$ cat src/rtl/game_controller_if.sv
// Movement handshake between the 2048 game controller (master) and the movement block (slave).
// Cells are 12-bit tile values indexed [row][col].
interface game_controller_if;
    logic [3:0]              direction;
    logic                    ready;
    logic [3:0][3:0][11:0]   matrix;
    logic [3:0][3:0][11:0]   moved_matrix;

    modport master (
        output direction,
        output matrix,
        input  ready,
        input  moved_matrix
    );

    modport slave (
        input  direction,
        input  matrix,
        output ready,
        output moved_matrix
    );
endinterface

$ cat src/rtl/game_controller.sv
// 2048 game controller: owns the board, issues direction requests, latches moves,
// spawns tiles from an LFSR and tracks move count and win/lose flags.
module game_controller #(
    parameter logic [15:0] SEED      = 16'hACE1,
    parameter int          TIMEOUT   = 64,
    parameter int          WIN_VALUE = 2048
) (
    input  logic                     clk,
    input  logic                     rst,
    input  logic [3:0]               btn,
    game_controller_if.master        mv,
    output logic [15:0]              move_count,
    output logic                     game_won,
    output logic                     game_over,
    output logic                     timeout_err
);

    typedef logic [3:0][3:0][11:0] board_t;

    typedef enum logic [2:0] {
        S_INIT, S_SPAWN, S_CHECK, S_IDLE, S_REQ, S_LATCH, S_WAIT_REL, S_OVER
    } state_e;

    localparam int TW = (TIMEOUT > 1) ? $clog2(TIMEOUT) : 1;
    localparam logic [11:0] WIN_CELL = 12'(WIN_VALUE);

    function automatic logic board_won(input board_t b);
        logic w;
        w = 1'b0;
        for (int r = 0; r < 4; r++)
            for (int c = 0; c < 4; c++)
                if (b[r][c] >= WIN_CELL) w = 1'b1;
        return w;
    endfunction

    // Stuck means no empty cell and no equal horizontal or vertical neighbours.
    function automatic logic board_stuck(input board_t b);
        logic s;
        s = 1'b1;
        for (int r = 0; r < 4; r++)
            for (int c = 0; c < 4; c++)
                if (b[r][c] == 12'd0) s = 1'b0;
        for (int r = 0; r < 4; r++)
            for (int c = 0; c < 3; c++)
                if (b[r][c] == b[r][c+1]) s = 1'b0;
        for (int r = 0; r < 3; r++)
            for (int c = 0; c < 4; c++)
                if (b[r][c] == b[r+1][c]) s = 1'b0;
        return s;
    endfunction

    state_e         state_q, state_d;
    board_t         board_q, board_d;
    logic [3:0]     dir_q, dir_d;
    logic [15:0]    cnt_q, cnt_d;
    logic           won_q, won_d;
    logic           over_q, over_d;
    logic           tout_q, tout_d;
    logic [15:0]    lfsr_q, lfsr_d;
    logic [1:0]     sl_q, sl_d;
    logic [3:0]     btn_prev_q, btn_prev_d;
    logic [TW-1:0]  tcnt_q, tcnt_d;
    logic [3:0]     scan_idx_q, scan_idx_d;
    logic [4:0]     scan_cnt_q, scan_cnt_d;

    logic           press_s;
    logic [3:0]     cur_idx_s;

    assign press_s   = (btn_prev_q == 4'd0) && (btn != 4'd0) && ((btn & (btn - 4'd1)) == 4'd0);
    // The first scan cycle starts wherever the LFSR currently points.
    assign cur_idx_s = (scan_cnt_q == 5'd0) ? lfsr_q[3:0] : scan_idx_q;

    // State and datapath registers with synchronous active-low reset.
    always_ff @(posedge clk) begin
        if (!rst) begin
            state_q    <= S_INIT;
            board_q    <= '0;
            dir_q      <= 4'd0;
            cnt_q      <= 16'd0;
            won_q      <= 1'b0;
            over_q     <= 1'b0;
            tout_q     <= 1'b0;
            lfsr_q     <= SEED;
            sl_q       <= 2'd2;
            btn_prev_q <= 4'd0;
            tcnt_q     <= '0;
            scan_idx_q <= 4'd0;
            scan_cnt_q <= 5'd0;
        end else begin
            state_q    <= state_d;
            board_q    <= board_d;
            dir_q      <= dir_d;
            cnt_q      <= cnt_d;
            won_q      <= won_d;
            over_q     <= over_d;
            tout_q     <= tout_d;
            lfsr_q     <= lfsr_d;
            sl_q       <= sl_d;
            btn_prev_q <= btn_prev_d;
            tcnt_q     <= tcnt_d;
            scan_idx_q <= scan_idx_d;
            scan_cnt_q <= scan_cnt_d;
        end
    end

    // Next-state and output logic for the game FSM.
    always_comb begin
        state_d    = state_q;
        board_d    = board_q;
        dir_d      = dir_q;
        cnt_d      = cnt_q;
        won_d      = won_q;
        over_d     = over_q;
        tout_d     = 1'b0;
        lfsr_d     = {lfsr_q[14:0], lfsr_q[15] ^ lfsr_q[13] ^ lfsr_q[12] ^ lfsr_q[10]};
        sl_d       = sl_q;
        btn_prev_d = btn;
        tcnt_d     = tcnt_q;
        scan_idx_d = scan_idx_q;
        scan_cnt_d = scan_cnt_q;

        case (state_q)
            S_INIT: begin
                if (sl_q != 2'd0) begin
                    sl_d       = sl_q - 2'd1;
                    scan_cnt_d = 5'd0;
                    state_d    = S_SPAWN;
                end else begin
                    state_d = S_IDLE;
                end
            end
            S_SPAWN: begin
                if (board_q[cur_idx_s[3:2]][cur_idx_s[1:0]] == 12'd0) begin
                    board_d[cur_idx_s[3:2]][cur_idx_s[1:0]] = (lfsr_q[7:4] == 4'd0) ? 12'd4 : 12'd2;
                    state_d = S_CHECK;
                end else if (scan_cnt_q == 5'd15) begin
                    state_d = S_CHECK;
                end else begin
                    scan_idx_d = cur_idx_s + 4'd1;
                    scan_cnt_d = scan_cnt_q + 5'd1;
                end
            end
            S_CHECK: begin
                won_d = won_q | board_won(board_q);
                if (board_stuck(board_q)) begin
                    over_d  = 1'b1;
                    state_d = S_OVER;
                end else if (sl_q != 2'd0) begin
                    state_d = S_INIT;
                end else begin
                    state_d = S_WAIT_REL;
                end
            end
            S_IDLE: begin
                dir_d = 4'd0;
                if (press_s) begin
                    dir_d   = btn;
                    tcnt_d  = '0;
                    state_d = S_REQ;
                end else begin
                    state_d = S_IDLE;
                end
            end
            S_REQ: begin
                if (mv.ready) begin
                    dir_d   = 4'd0;
                    state_d = S_LATCH;
                end else if (tcnt_q == TW'(TIMEOUT - 1)) begin
                    dir_d   = 4'd0;
                    tout_d  = 1'b1;
                    state_d = S_IDLE;
                end else begin
                    tcnt_d = tcnt_q + TW'(1'b1);
                end
            end
            S_LATCH: begin
                dir_d = 4'd0;
                if (mv.moved_matrix != board_q) begin
                    board_d    = mv.moved_matrix;
                    cnt_d      = cnt_q + 16'd1;
                    scan_cnt_d = 5'd0;
                    state_d    = S_SPAWN;
                end else begin
                    state_d = S_WAIT_REL;
                end
            end
            S_WAIT_REL: begin
                if (btn == 4'd0) begin
                    state_d = S_IDLE;
                end else begin
                    state_d = S_WAIT_REL;
                end
            end
            S_OVER: begin
                dir_d   = 4'd0;
                state_d = S_OVER;
            end
            default: begin
                state_d = S_INIT;
            end
        endcase
    end

    assign mv.direction = dir_q;
    assign mv.matrix    = board_q;
    assign move_count   = cnt_q;
    assign game_won     = won_q;
    assign game_over    = over_q;
    assign timeout_err  = tout_q;

endmodule

$ cat src/flat_wrapper.sv
// flat-port wrapper written by rule: the top's interface ports become plain ports
module game_controller_flat 
#(
    parameter logic [15:0] SEED      = 16'hACE1,
    parameter int          TIMEOUT   = 64,
    parameter int          WIN_VALUE = 2048
)
  (clk, rst, btn, move_count, game_won, game_over, timeout_err, mv_direction, mv_matrix, mv_ready, mv_moved_matrix);
  game_controller_if mv_i ();
  input  logic clk;
  input  logic rst;
  input  logic [3:0] btn;
  output logic [15:0] move_count;
  output logic game_won;
  output logic game_over;
  output logic timeout_err;
  output wire logic [$bits(mv_i.direction)-1:0] mv_direction;
  output wire logic [$bits(mv_i.matrix)-1:0] mv_matrix;
  input wire logic [$bits(mv_i.ready)-1:0] mv_ready;
  input wire logic [$bits(mv_i.moved_matrix)-1:0] mv_moved_matrix;
  assign mv_direction = mv_i.direction;
  assign mv_matrix = mv_i.matrix;
  assign mv_i.ready = mv_ready;
  assign mv_i.moved_matrix = mv_moved_matrix;
  game_controller #(.SEED(SEED), .TIMEOUT(TIMEOUT), .WIN_VALUE(WIN_VALUE)) u_core (.clk(clk), .rst(rst), .btn(btn), .mv(mv_i), .move_count(move_count), .game_won(game_won), .game_over(game_over), .timeout_err(timeout_err));
endmodule
$ cat config.mk
export PLATFORM = sky130hd
export DESIGN_NAME = game_controller_flat
export DESIGN_NICKNAME = d
export VERILOG_FILES = /design/src/rtl/game_controller_if.sv /design/src/rtl/game_controller.sv /design/src/flat_wrapper.sv
export SDC_FILE = /design/constraint.sdc
export NUM_CORES = 1
export LEC_CHECK = 0
export BUFFER_PORTS_ARGS = -buffer_cell sky130_fd_sc_hd__buf_2
export CAP_MARGIN = 5
export CELL_PAD_IN_SITES_DETAIL_PLACEMENT = 1
export CELL_PAD_IN_SITES_GLOBAL_PLACEMENT = 2
export CORE_ASPECT_RATIO = 2
export CORE_UTILIZATION = 35
export CTS_BUF_LIST = sky130_fd_sc_hd__clkbuf_8 sky130_fd_sc_hd__clkbuf_16
export DETAILED_ROUTE_END_ITERATION = 16
export HOLD_SLACK_MARGIN = 0.15
export PLACE_DENSITY_LB_ADDON = 0.1
export SYNTH_ARGS = -nofsm -noshare
export SYNTH_HDL_FRONTEND = slang
export SYNTH_SLANG_ARGS = --single-unit
$ cat constraint.sdc
create_clock -name clk -period 8.45 [get_ports clk]
set_clock_uncertainty 0.2 [all_clocks]
set_input_delay 0.4225 -clock clk [delete_from_list [all_inputs] [get_ports clk]]
set_output_delay 0.4225 -clock clk [all_outputs]
set_load 0.01 [all_outputs]
==> flow_metrics.env <==
export IMPL_ctsHoldBuffers=196
export IMPL_worstSetupStartpointType="input pin"
export IMPL_path_clk_slew_ns=0.07
export IMPL_clock_sinks=255
export IMPL_drc=0
export IMPL_ctsLongestPathBuffers=3
export IMPL_p_seq_frac=0.353
export IMPL_grt_pass1_wl_um=134000
export IMPL_tritoncts="built"
export IMPL_syn_num_nets=2056
export IMPL_synth_cells=1847
export IMPL_fin_area_um2=21300
export IMPL_synthToLayoutAreaGrowth_pct=30.1
export IMPL_htree_num_levels=1
export IMPL_core_um2=46000
export IMPL_yosysSeqAreaShare=0.312
export IMPL_critPathMaxFanout=103
export IMPL_fin_nets=2447
export IMPL_viasPerCell=6.01
export IMPL_cp_slowest_stage_delay_ns=1.06
export IMPL_path_cells="dlygate4sd3_1, buf_2, xnor2_1, nand4_1, nor4_1, nand2_1, or4_1, o21ai_4, buf_4, and2_4, buf_12, a32o_1"
export IMPL_synth_edf_count=0
export IMPL_rows=111
export IMPL_comb_power_share=0.323
export IMPL_crit_path_top_delay_cell="nor4_1"
export IMPL_postSynth_asyncResetShare=0
export IMPL_port_buffers=413
export IMPL_leakage_nw=9.11
export IMPL_regToRegSetupSlack_ns=2.54
export IMPL_dp_hpwl_um=76300
export IMPL_internal_power_w=0.00245
export IMPL_first_global_vias=18152
export IMPL_crit_path_end_kind="flip-flop"
export IMPL_p_total_w=0.00399
export IMPL_ios=414
export IMPL_drv_slew=0
export IMPL_peakVddDrop_mv=0.143
export IMPL_firstDrtPassIters=5
export IMPL_root_buffer="clkbuf_16"
export IMPL_cts_buffers_inserted=27
export IMPL_layout_drive_gt1_share=0.218
export IMPL_grtUsageTotal=0.400
export IMPL_die_x_um=155
export IMPL_syn_cell_area_um2=16300
export IMPL_slew_headroom=0.0821
export IMPL_antenna_found_initial=4
export IMPL_yosys_cell_types_count=61
export IMPL_start_util=0.355
export IMPL_die_area_um2=47600
export IMPL_post_drt_wl_per_cell_um=33.6
export IMPL_cp_num_buf_inv=4
export IMPL_worstSetupPathType="in -> reg"
export IMPL_crit_arrival_ns=6.27
export IMPL_place_congestion=0.959
export IMPL_worst_pin_slew_ns=1.36
export IMPL_setup_tns_ns=0
export IMPL_yosysWarnings=0
export IMPL_placed_area_um2=18400
export IMPL_max_cap_viol_count=0
export IMPL_setup_violations=0
export IMPL_drt_iter0_drc=1105
export IMPL_die_h_um=308
export IMPL_max_freq_ghz=0.168
export IMPL_p_sw_w=0.00154
export IMPL_clk_latency_ns=0.59
export IMPL_drt_total_wl_um=96800
export IMPL_fillers=5351
export IMPL_hold_viol=0
export IMPL_hold_class="in -> reg"
export IMPL_cp_top_family="simple AND/OR/NAND/NOR gates"
export IMPL_clkPwrFrac=0.324
export IMPL_min_period_over_period=0.704
export IMPL_synth_flop_cell="dfxtp_1"
export IMPL_synth_seq_cells=255
export IMPL_grt_overflow_total=0
export IMPL_num_vias=17307
export IMPL_min_period_ns=5.94
export IMPL_grt_max_degree=104
export IMPL_ant_nets=0
export IMPL_post_cts_resized=0
export IMPL_crit_required_ns=8.77
export IMPL_rsz0062_at_grt="false"
export IMPL_cts_setup_buffers=0
export IMPL_switching_share=0.385
export IMPL_status="finished, final reports clean"
export IMPL_power_density_nw_per_um2=188
export IMPL_syn_area_per_cell_um2=8.85
export IMPL_final_util=0.462
cells by family after synthesis:
| group | share of synthesized area |
|---|---|
| buffers and inverters | 0.0684 |
| flip-flops | 0.312 |
| XOR/XNOR | 0.258 |
| adder cells (fa/ha/maj) | 0.00766 |
| AO/OA/AOI/OAI | 0.173 |
| AND/OR/NAND/NOR | 0.153 |
| multiplexers | 0.0263 |
stage by stage:
| step | worst slack, ns | hold slack [ns] | std cells |
|---|---|---|---|
| 2_1_floorplan | 4.69 | 0.186 | 1847 |
| 3_3_place_gp | 2.67 | 0.190 | 2634 |
| 3_5_place_dp | 2.66 | 0.201 | 2634 |
| 4_1_cts | 2.69 | 0.164 | 2880 |
| 5_1_grt | 2.65 | 0.206 | 2880 |
| 6_report | 2.51 | 0.188 | 2882 |
layout by cell type, fill, tap and decap left out, types with 4 or more instances in the layout:
cell type,n
a211oi_1,4
dfxtp_1,255
nand3_1,31
nand4_1,88
nor4_1,101
nand2b_1,16
a22oi_1,6
dlygate4sd3_1,196
nor2_1,41
nor2b_1,5
o22a_1,14
o221a_1,16
o22ai_1,14
or3_1,18
clkbuf_16,27
mux2i_1,35
o211ai_1,17
inv_1,31
xor2_1,177
xnor2_1,305
o31ai_1,22
or4_1,18
bufinv_16,4
and3_1,4
a21oi_1,14
buf_4,18
o21ai_0,18
nand2_1,67
buf_2,413
clkinv_2,5
and2_1,14
ha_1,10
nor3_1,33
a32o_1,161
nor3b_1,4
o21a_1,5
power groups by stage:
stage / clock network [W] / logic (W) / registers, W
finish: 0.00129 / 0.00129 / 0.00141
global route: 0.00135 / 0.00135 / 0.00141
CTS: 0.00131 / 0.00127 / 0.00141
detailed placement: 0 / 0.00119 / 0.00143
global placement: 0 / 0.00118 / 0.00143
floorplan: 0 / 0.000707 / 0.00133
sequential cells by signal (all words and copies together) (netlist names), 2 cells and up:
register / cells
u_core.sl_q: 2
u_core.btn_prev_q: 4
u_core.scan_cnt_q: 5
u_core.move_count: 16
u_core.state_q: 3
u_core.mv.matrix: 192
u_core.lfsr_q: 16
u_core.scan_idx_q: 4
u_core.mv.direction: 4
u_core.tcnt_q: 6
per-layer routing:
layer / part of all wire / track usage / vias up
met2: 0.50 / 0.713 / 826
li1: - / - / 7468
met1: 0.33 / 0.381 / 8698
met5: 0.00027 / 0 / -
met4: 0.12 / 0.404 / 4
met3: 0.056 / 0.0616 / 311
layout make-up:
| type | instances | area (um^2) | area share |
|---|---|---|---|
| clock inverters | 20 | 210 | 0.00989 |
| repair buffers | 628 | 4180 | 0.197 |
| clock buffers | 30 | 717 | 0.0337 |
| diodes | 2 | 5.00 | 0.000235 |
| flip-flops and latches | 255 | 5100 | 0.240 |
| multi-input cells | 1301 | 10200 | 0.478 |
| well taps | 621 | 777 | 0.0366 |
| inverters | 25 | 93.8 | 0.00441 |
path summary, 6_finish.rpt:
path	startpoint	endpoint	cells past startpoint
max	mv_moved_matrix[44]	u_core.mv.matrix[69]$_SDFFE_PN0P_	12
min	mv_moved_matrix[2]	u_core.mv.matrix[2]$_SDFFE_PN0P_	3
max reg2reg	u_core.mv.matrix[75]$_SDFFE_PN0P_	u_core.mv.matrix[69]$_SDFFE_PN0P_	10
min reg2reg	u_core.lfsr_q[9]$_SDFF_PN0_	u_core.lfsr_q[10]$_SDFF_PN1_	1
cells in the mapped netlist (18+ instances only):
cell	instances	area, um^2
mux2i_1	36	360
buf_2	18	90.1
or4_1	18	135
or3_1	18	113
xor2_1	177	1550
nor4_1	101	632
nand4_1	88	551
buf_1	19	71.3
inv_1	25	93.8
nor3_1	33	165
nand2_1	68	255
xnor2_1	305	2670
nor2_1	42	158
a32o_1	161	1610
clkbuf_1	228	856
nand3_1	31	155
o21ai_0	18	90.1
dfxtp_1	255	5100
o31ai_1	22	165
worst min-delay path, stage by stage:
cell     delay (ns)
buf_2          0.15
o22a_1         0.17
o221a_1        0.19
Power figures use the tool's default switching activity.
